--- config.mk ---
export PLATFORM = sky130hd
export DESIGN_NAME = dct_coef_writer
export DESIGN_NICKNAME = d
export VERILOG_FILES = /design/src/rtl/dct_coef_writer.sv
export SDC_FILE = /design/constraint.sdc
export NUM_CORES = 2
export LEC_CHECK = 0
export BUFFER_PORTS_ARGS = -buffer_cell sky130_fd_sc_hd__buf_2
export CORE_ASPECT_RATIO = 0.75
export CORE_MARGIN = 2
export CORE_UTILIZATION = 30
export CTS_CLUSTER_DIAMETER = 100
export DETAILED_ROUTE_END_ITERATION = 6
export HOLD_SLACK_MARGIN = 0.15
export PLACE_DENSITY = 0.52
export SYNTH_ARGS = -nofsm -noshare
export SYNTH_HDL_FRONTEND = slang
export SYNTH_SLANG_ARGS = --single-unit
export TNS_END_PERCENT = 100
--- constraint.sdc ---
create_clock -name clk -period 20.3 [get_ports clk]
set_clock_uncertainty 0.05 [all_clocks]
set_input_delay 1.015 -clock clk [delete_from_list [all_inputs] [get_ports clk]]
set_output_delay 1.015 -clock clk [all_outputs]
set_load 0.01 [all_outputs]
--- src/rtl/dct_coef_writer.sv ---
// Coefficient SRAM writer: buffers 8x8 DCT blocks in a small FIFO and writes them to a channel-interleaved address map.
// Optional running XOR checksum of committed coefficients is enabled by defining DCT_WR_CHKSUM_EN.
module dct_coef_writer #(
    parameter int COEF_W        = 11,
    parameter int BLOCKS_PER_CH = 575,
    parameter int FIFO_DEPTH    = 4
) (
    input  logic                   clk,
    input  logic                   rst_n,
    input  logic                   enable,
    input  logic                   valid,
    input  logic [64*COEF_W-1:0]   dct_in,
    input  logic                   sram_ready,
    output logic                   sram_wen,
    output logic [10:0]            sram_waddr,
    output logic [64*COEF_W-1:0]   sram_wdata,
    output logic                   done,
    output logic                   overflow,
`ifdef DCT_WR_CHKSUM_EN
    output logic [COEF_W-1:0]      chksum,
`endif
    output logic [1:0]             dbg_state_o
);

    localparam int DW    = 64 * COEF_W;
    localparam int PTR_W = $clog2(FIFO_DEPTH);
    localparam int BLK_W = $clog2(BLOCKS_PER_CH);
    localparam logic [PTR_W:0]   FULL_CNT = (PTR_W+1)'(FIFO_DEPTH);
    localparam logic [BLK_W-1:0] LAST_BLK = BLK_W'(BLOCKS_PER_CH - 1);

    typedef enum logic [1:0] {S_IDLE = 2'd0, S_RUN = 2'd1, S_FINISH = 2'd2} state_t;

    state_t           state_q;
    logic [DW-1:0]    mem_q [FIFO_DEPTH];
    logic [PTR_W-1:0] wr_ptr_q, rd_ptr_q;
    logic [PTR_W:0]   cnt_q, cnt_d;
    logic [BLK_W-1:0] blk_q;
    logic [1:0]       ch_q;
    logic [10:0]      addr_q;
    logic             done_q, ovf_q;
    logic             fifo_empty, fifo_full, push, commit, drop, last_commit;

    // Handshake: a write is offered whenever RUN holds data; it commits on sram_wen && sram_ready.
    assign fifo_empty  = (cnt_q == '0);
    assign fifo_full   = (cnt_q == FULL_CNT);
    assign sram_wen    = (state_q == S_RUN) && !fifo_empty;
    assign commit      = sram_wen && sram_ready;
    assign push        = (state_q == S_RUN) && valid && (!fifo_full || commit);
    assign drop        = (state_q == S_RUN) && valid && fifo_full && !commit;
    assign last_commit = commit && (ch_q == 2'd2) && (blk_q == LAST_BLK);

    assign sram_waddr  = addr_q;
    assign sram_wdata  = sram_wen ? mem_q[rd_ptr_q] : '0;
    assign done        = done_q;
    assign overflow    = ovf_q;
    assign dbg_state_o = state_q;

    always_comb begin
        cnt_d = cnt_q;
        if (push && !commit)
            cnt_d = cnt_q + 1'b1;
        else if (commit && !push)
            cnt_d = cnt_q - 1'b1;
    end

`ifdef DCT_WR_CHKSUM_EN
    logic [COEF_W-1:0] chk_q;

    function automatic logic [COEF_W-1:0] xor_fold(input logic [DW-1:0] blk);
        logic [COEF_W-1:0] acc;
        acc = '0;
        for (int k = 0; k < 64; k++)
            acc ^= blk[k*COEF_W +: COEF_W];
        return acc;
    endfunction

    assign chksum = chk_q;

    always_ff @(posedge clk or negedge rst_n) begin
        if (!rst_n)
            chk_q <= '0;
        else if (state_q == S_IDLE && enable)
            chk_q <= '0;
        else if (commit)
            chk_q <= chk_q ^ xor_fold(mem_q[rd_ptr_q]);
    end
`endif

    // Storage has no reset; the output mux gates it to zero whenever no write is offered.
    always_ff @(posedge clk) begin
        if (push)
            mem_q[wr_ptr_q] <= dct_in;
    end

    always_ff @(posedge clk or negedge rst_n) begin
        if (!rst_n) begin
            state_q  <= S_IDLE;
            wr_ptr_q <= '0;
            rd_ptr_q <= '0;
            cnt_q    <= '0;
            blk_q    <= '0;
            ch_q     <= '0;
            addr_q   <= '0;
            done_q   <= 1'b0;
            ovf_q    <= 1'b0;
        end else begin
            done_q <= 1'b0;
            case (state_q)
                S_IDLE: begin
                    if (enable) begin
                        state_q  <= S_RUN;
                        wr_ptr_q <= '0;
                        rd_ptr_q <= '0;
                        cnt_q    <= '0;
                        blk_q    <= '0;
                        ch_q     <= '0;
                        addr_q   <= '0;
                        ovf_q    <= 1'b0;
                    end
                end
                S_RUN: begin
                    cnt_q <= cnt_d;
                    if (push)
                        wr_ptr_q <= wr_ptr_q + 1'b1;
                    if (drop)
                        ovf_q <= 1'b1;
                    if (commit) begin
                        rd_ptr_q <= rd_ptr_q + 1'b1;
                        // Channel boundary: restart at the next channel's base, which is its index.
                        if (blk_q == LAST_BLK) begin
                            blk_q  <= '0;
                            ch_q   <= ch_q + 2'd1;
                            addr_q <= 11'(ch_q) + 11'd1;
                        end else begin
                            blk_q  <= blk_q + 1'b1;
                            addr_q <= addr_q + 11'd3;
                        end
                    end
                    if (last_commit) begin
                        state_q <= S_FINISH;
                        done_q  <= 1'b1;
                    end
                end
                S_FINISH: state_q <= S_IDLE;
                default:  state_q <= S_IDLE;
            endcase
        end
    end

endmodule

Word level (Yosys, flattened, before mapping)
Memory sizes are Yosys's and may differ from the RTL's.
Index checks and enable logic that the tools add are counted.
{"block": "totals", "reg_bits": 34, "ram_bits": 2816, "input_bits": 709, "output_inout_bits": 720, "elab_cells": 84, "mem_count": 1}
{"block": "op_classes", "addsub": 8, "eq_ne": 11, "mux": 31, "n_reduce_logical": 24}
{"memory": "mem_q", "words": 4, "word_bits": 704, "rd": 1, "rd_clocked_by_memory_dff": 0, "write_ports": 1, "line": "34", "rtl": "logic [DW-1:0] mem_q [FIFO_DEPTH];"}
{"cell": "$mux 704", "count": 1}
{"cell": "$mux 11", "count": 3}
{"cell": "$mux 10", "count": 3}
{"cell": "$pmux 11 s2", "count": 1}
{"cell": "$pmux 10 s2", "count": 1}
{"cell": "$pmux 2 s2", "count": 4}
{"cell": "$mux 2", "count": 7}
{"cell": "$reduce_and 3->1", "count": 4}
{"cell": "$add 11x2->11 const B", "count": 1}
{"cell": "$add 10x1->10 const B", "count": 1}
{"cell": "$eq 10x10->1 const B", "count": 1}
{"cell": "$logic_and 1x1->1", "count": 10}
{"cell": "$ne 2x2->1 const B", "count": 5}
{"cell": "$mux 3", "count": 3}
{"cell": "$add 2x1->2 const B", "count": 3}
{"cell": "$mux 1", "count": 6}
{"cell": "$pmux 3 s2", "count": 1}
{"cell": "$logic_not 1->1", "count": 4}
{"cell": "$reduce_and 4->1", "count": 1}
{"cell": "$add 2x1->3 const B", "count": 1}
{"cell": "$add 3x1->3 const B", "count": 1}
{"cell": "$eq 3x3->1 const B", "count": 1}
{"cell": "$logic_not 3->1", "count": 1}
{"cell": "$ne 3x1->1 const B", "count": 1}
{"cell": "9 further kinds", "count": 9}

Logic depth before layout (Yosys ltp)
{"block": "depth", "depth_word": 11, "ltp_mapped": 9, "mapped_depth_nobuf": 8}

Worst setup path before layout
Ideal clock, no wire load.
{"block": "synth_timing", "path_kind": "input -> register", "from": "input sram_ready", "to": "memory mem_q[0][0] (netlist name), enable pin", "setup_time_ps": 1165, "arrival_time_ps": 17330, "required_time_ps": 19085, "slack_ps": 1755, "path_stages": 3, "n_path_buf": 0, "cell_sequence": "nand2b_1 > o311a_1 > and2_1"}
{"block": "synth_between", "elab_chain_cells": 5}
{"element": "from (decl)", "line": "13", "rtl": "input logic sram_ready,"}
{"element": "$logic_and 1x1->1", "line": "47", "rtl": "assign commit = sram_wen && sram_ready;"}
{"element": "$logic_or 1x1->1", "line": "48", "rtl": "assign push = (state_q == S_RUN) && valid && (!fifo_full || commit);"}
{"element": "$logic_and 1x1->1", "line": "48"}
{"element": "$mux 1", "line": "91", "rtl": "if (push)"}
{"element": "$mux 1 (not written as such)", "line": "92", "rtl": "mem_q[wr_ptr_q] <= dct_in;"}
{"element": "to (decl)", "line": "34"}
Every way passes these cells.

Worst setup path after layout
{"block": "layout_timing", "from": "register rd_ptr_q[1]", "to": "output sram_wdata[329]"}
{"block": "layout_between", "elab_chain_cells": 2}
{"element": "from (decl)", "line": "35", "rtl": "logic [PTR_W-1:0] wr_ptr_q, rd_ptr_q;"}
{"element": "from (signal assigned)", "line": "128", "rtl": "rd_ptr_q <= rd_ptr_q + 1'b1;"}
{"element": "$mem_v2 4x704"}
{"element": "$mux 704", "line": "53", "rtl": "assign sram_wdata = sram_wen ? mem_q[rd_ptr_q] : '0;"}
{"element": "to (decl)", "line": "16", "rtl": "output logic [64*COEF_W-1:0] sram_wdata,"}
Every way passes these cells.

==> metrics <==
setup TNS 0 ps; critical setup path kind reg2out; number of hold violations in the final report 0; number of synthesized flops with an enable pin 2816; clock latency at the later pin of the worst-skew pair about 900 ps; layout overhead on the synthesized area 21.61%; Vias 56180; worst slew pin tran around 1200 ps; share of power burned in registers 0.394; area of the multi-input gates 0.02133 mm^2; Synth area leader edfxtp_1; vias per inst 4.871; row cnt between 150 and 200; combinational power share 0.348; core box area 0.3606 mm^2; CTS tree built; Clock Path Buffers 4; DRT antenna net count 0; final setup violation count 0; Initial DRT Pass Iterations 7; most common cell in the synthesized netlist edfxtp_1; Sink Count around 2900; total CTS buffers between 200 and 300; DRC 0; setup bufs post-CTS 0; largest net degree at the start of global routing 179; die area between 0.3 and 0.4 mm^2; vias in the first global route 57860; VDD IR max between 0.1 and 0.15 mV; syn avg cell area between 20 and 25 um^2; Mapped Cells approximately 4800; fillers 33280; fin cells between 10000 and 15000; initial antenna violation count around 180; Int Power 13580 uW; sw frac 0.3306; io pins ~1400; # placed instances roughly 11000; Synth Flop Type edfxtp_1; area of the mapped netlist ~0.11 mm^2; Hold Path Class in2reg; Setup crit start kind flop; clock root buffer master clkbuf_16; asr flop ratio synth 0.01193; DR iter-0 viols 4577; nature of the critical path endpoint primary output; Initial Util 0.3012; Max Slew Vio Count 0; Overall Power between 20000 and 25000 uW; FF+latch area 0.08542 mm^2; Setup WS post-layout ~13000 ps; RSZ-0062 raised after global routing false; first-pass GRT wire length approximately 430 mm; DP HPWL ~190 mm; power density cells around 150 mW/mm^2; share of the synthesized area in the top cell type 0.7786; final WL approximately 310 mm; outcome completed; clk slew on worst S/H paths ~60 ps; CP Data Required Time between 15000 and 20000 ps; Final period util 0.3499; Leak around 0.046 uW; Mapped Nets about 5500; PortBufs between 1000 and 1500; sequential fraction of the synthesis area 0.7865; Worst Path Max Fanout 67; NetSw about 6700 uW; Clock Power Share 0.258; # hold bufs at CTS about 190; H-Tree Level Count 5; ratio of cells with drive above 1 in the final layout 0.3967; die width approximately 700 um; Area contributors post-synth edfxtp_1, mux4_2, and3_1; total gr overflow 0; total track usage 0.1610; routability congestion estimate 0.7899; Die Ht roughly 530 um; Commonest cells post-synth edfxtp_1, and3_1, mux4_2; Gates resized, CTS repair 0; Distinct cells, synth between 50 and 60; Max Freq around 0.14 GHz; average wire per standard cell around 27 um; Critical Path AT slightly above 6000 ps; nets roughly 7100; Seq cells post-synth roughly 2900; Slew HR 0.2119; DP Worst Slack roughly 13000 ps; Yosys warning count 0; clock period minus worst slack around 7000 ps; Max Cap Viol 0
[power groups by stage]
stage                     sequential (uW)  combinational, uW  clock [uW]
final                                7990               7070        5230
after global routing                 8090               7500        5590
after CTS                            8010               7250        5370
after detailed placement             8130               7190           0
after global placement               8070               7230           0
after floorplan                      8950               4230           0
[final timing paths]
kind                                start               to  slack [ps]  cells past startpoint
hold reg to reg                  overflow         overflow         470                      2
hold / removal                dct_in[567]    mem_q[2][567]         280                      1
setup reg to reg           dbg_state_o[1]    mem_q[3][310]       13390                      8
max in group asynchronous           rst_n      rd_ptr_q[0]       18740                      2
setup / recovery              rd_ptr_q[1]  sram_wdata[329]       13200                      7
min in group asynchronous           rst_n         overflow         810                      2
[flip-flops by register name (all words and copies together), names as in the netlist]
signal and count:
ch_q 2, sram_waddr 11, rd_ptr_q 2, overflow 1
dbg_state_o 2, done 1, wr_ptr_q 2, cnt_q 3
blk_q 10, mem_q 2816
[routing by layer]
layer / routed length (um) / vias to the layer above / part of all wire / GRT usage
li1: - / 23540 / - / -
met1: 119000 / 29800 / 0.39 / 0.1981
met2: 150800 / 2093 / 0.49 / 0.2689
met3: 24340 / 654 / 0.079 / 0.04757
met4: 11740 / 92 / 0.038 / 0.05824
met5: 564 / - / 0.0018 / 0
[layout by cell type (no fill, tap or decap), types with 9 or more instances in the layout]
cell type	count
edfxtp_1	2816
buf_2	1428
and3_1	707
mux4_2	704
clkbuf_16	300
dlygate4sd3_1	194
buf_4	69
clkbuf_1	61
clkinv_2	55
diode_2	54
clkinv_1	54
dfrtp_1	32
nand2_1	17
bufinv_16	16
inv_6	15
o21ai_0	14
a21oi_1	14
buf_12	13
inv_1	10
o31ai_1	9
ha_1	9
[area by class of cell]
| cell class | count | share of cell area |
|---|---|---|
| flip-flops and latches | 2850 | 0.6468 |
| multi-input cells | 1566 | 0.1615 |
| repair buffers | 1704 | 0.07471 |
| clock buffers | 361 | 0.05858 |
| well taps | 4825 | 0.04571 |
| clock inverters | 164 | 0.01136 |
| diodes | 54 | 0.001023 |
| inverters | 10 | 0.0002842 |
[through the flow]
step                      utilization  area [um^2]  hold WS, ps
final                          0.3662       132100        282.0
after detailed placement       0.3349       120800        460.3
after global placement         0.3349       120800        449.3
after floorplan                     -       108600        445.7
after global routing           0.3660       132000        182.6
after CTS                      0.3658       131900        150.0
[critical path: stages, from the launching register on]
cell and delay (ps):
dfrtp_4 960, buf_4 870, buf_4 610, buf_4 750
buf_4 880, mux4_2 420, and3_1 240, buf_2 150
[cells by family after synthesis]
logic type / count (synthesis) / share of synthesized area
adder cells (fa/ha/maj): 10 / 0.001221
XOR/XNOR: 2 / 0.0001613
AND/OR/NAND/NOR: 783 / 0.04476
flip-flops: 2850 / 0.7865
AO/OA/AOI/OAI: 59 / 0.003387
multiplexers: 712 / 0.1468
buffers and inverters: 334 / 0.01726
Power figures use the tool's default switching activity.
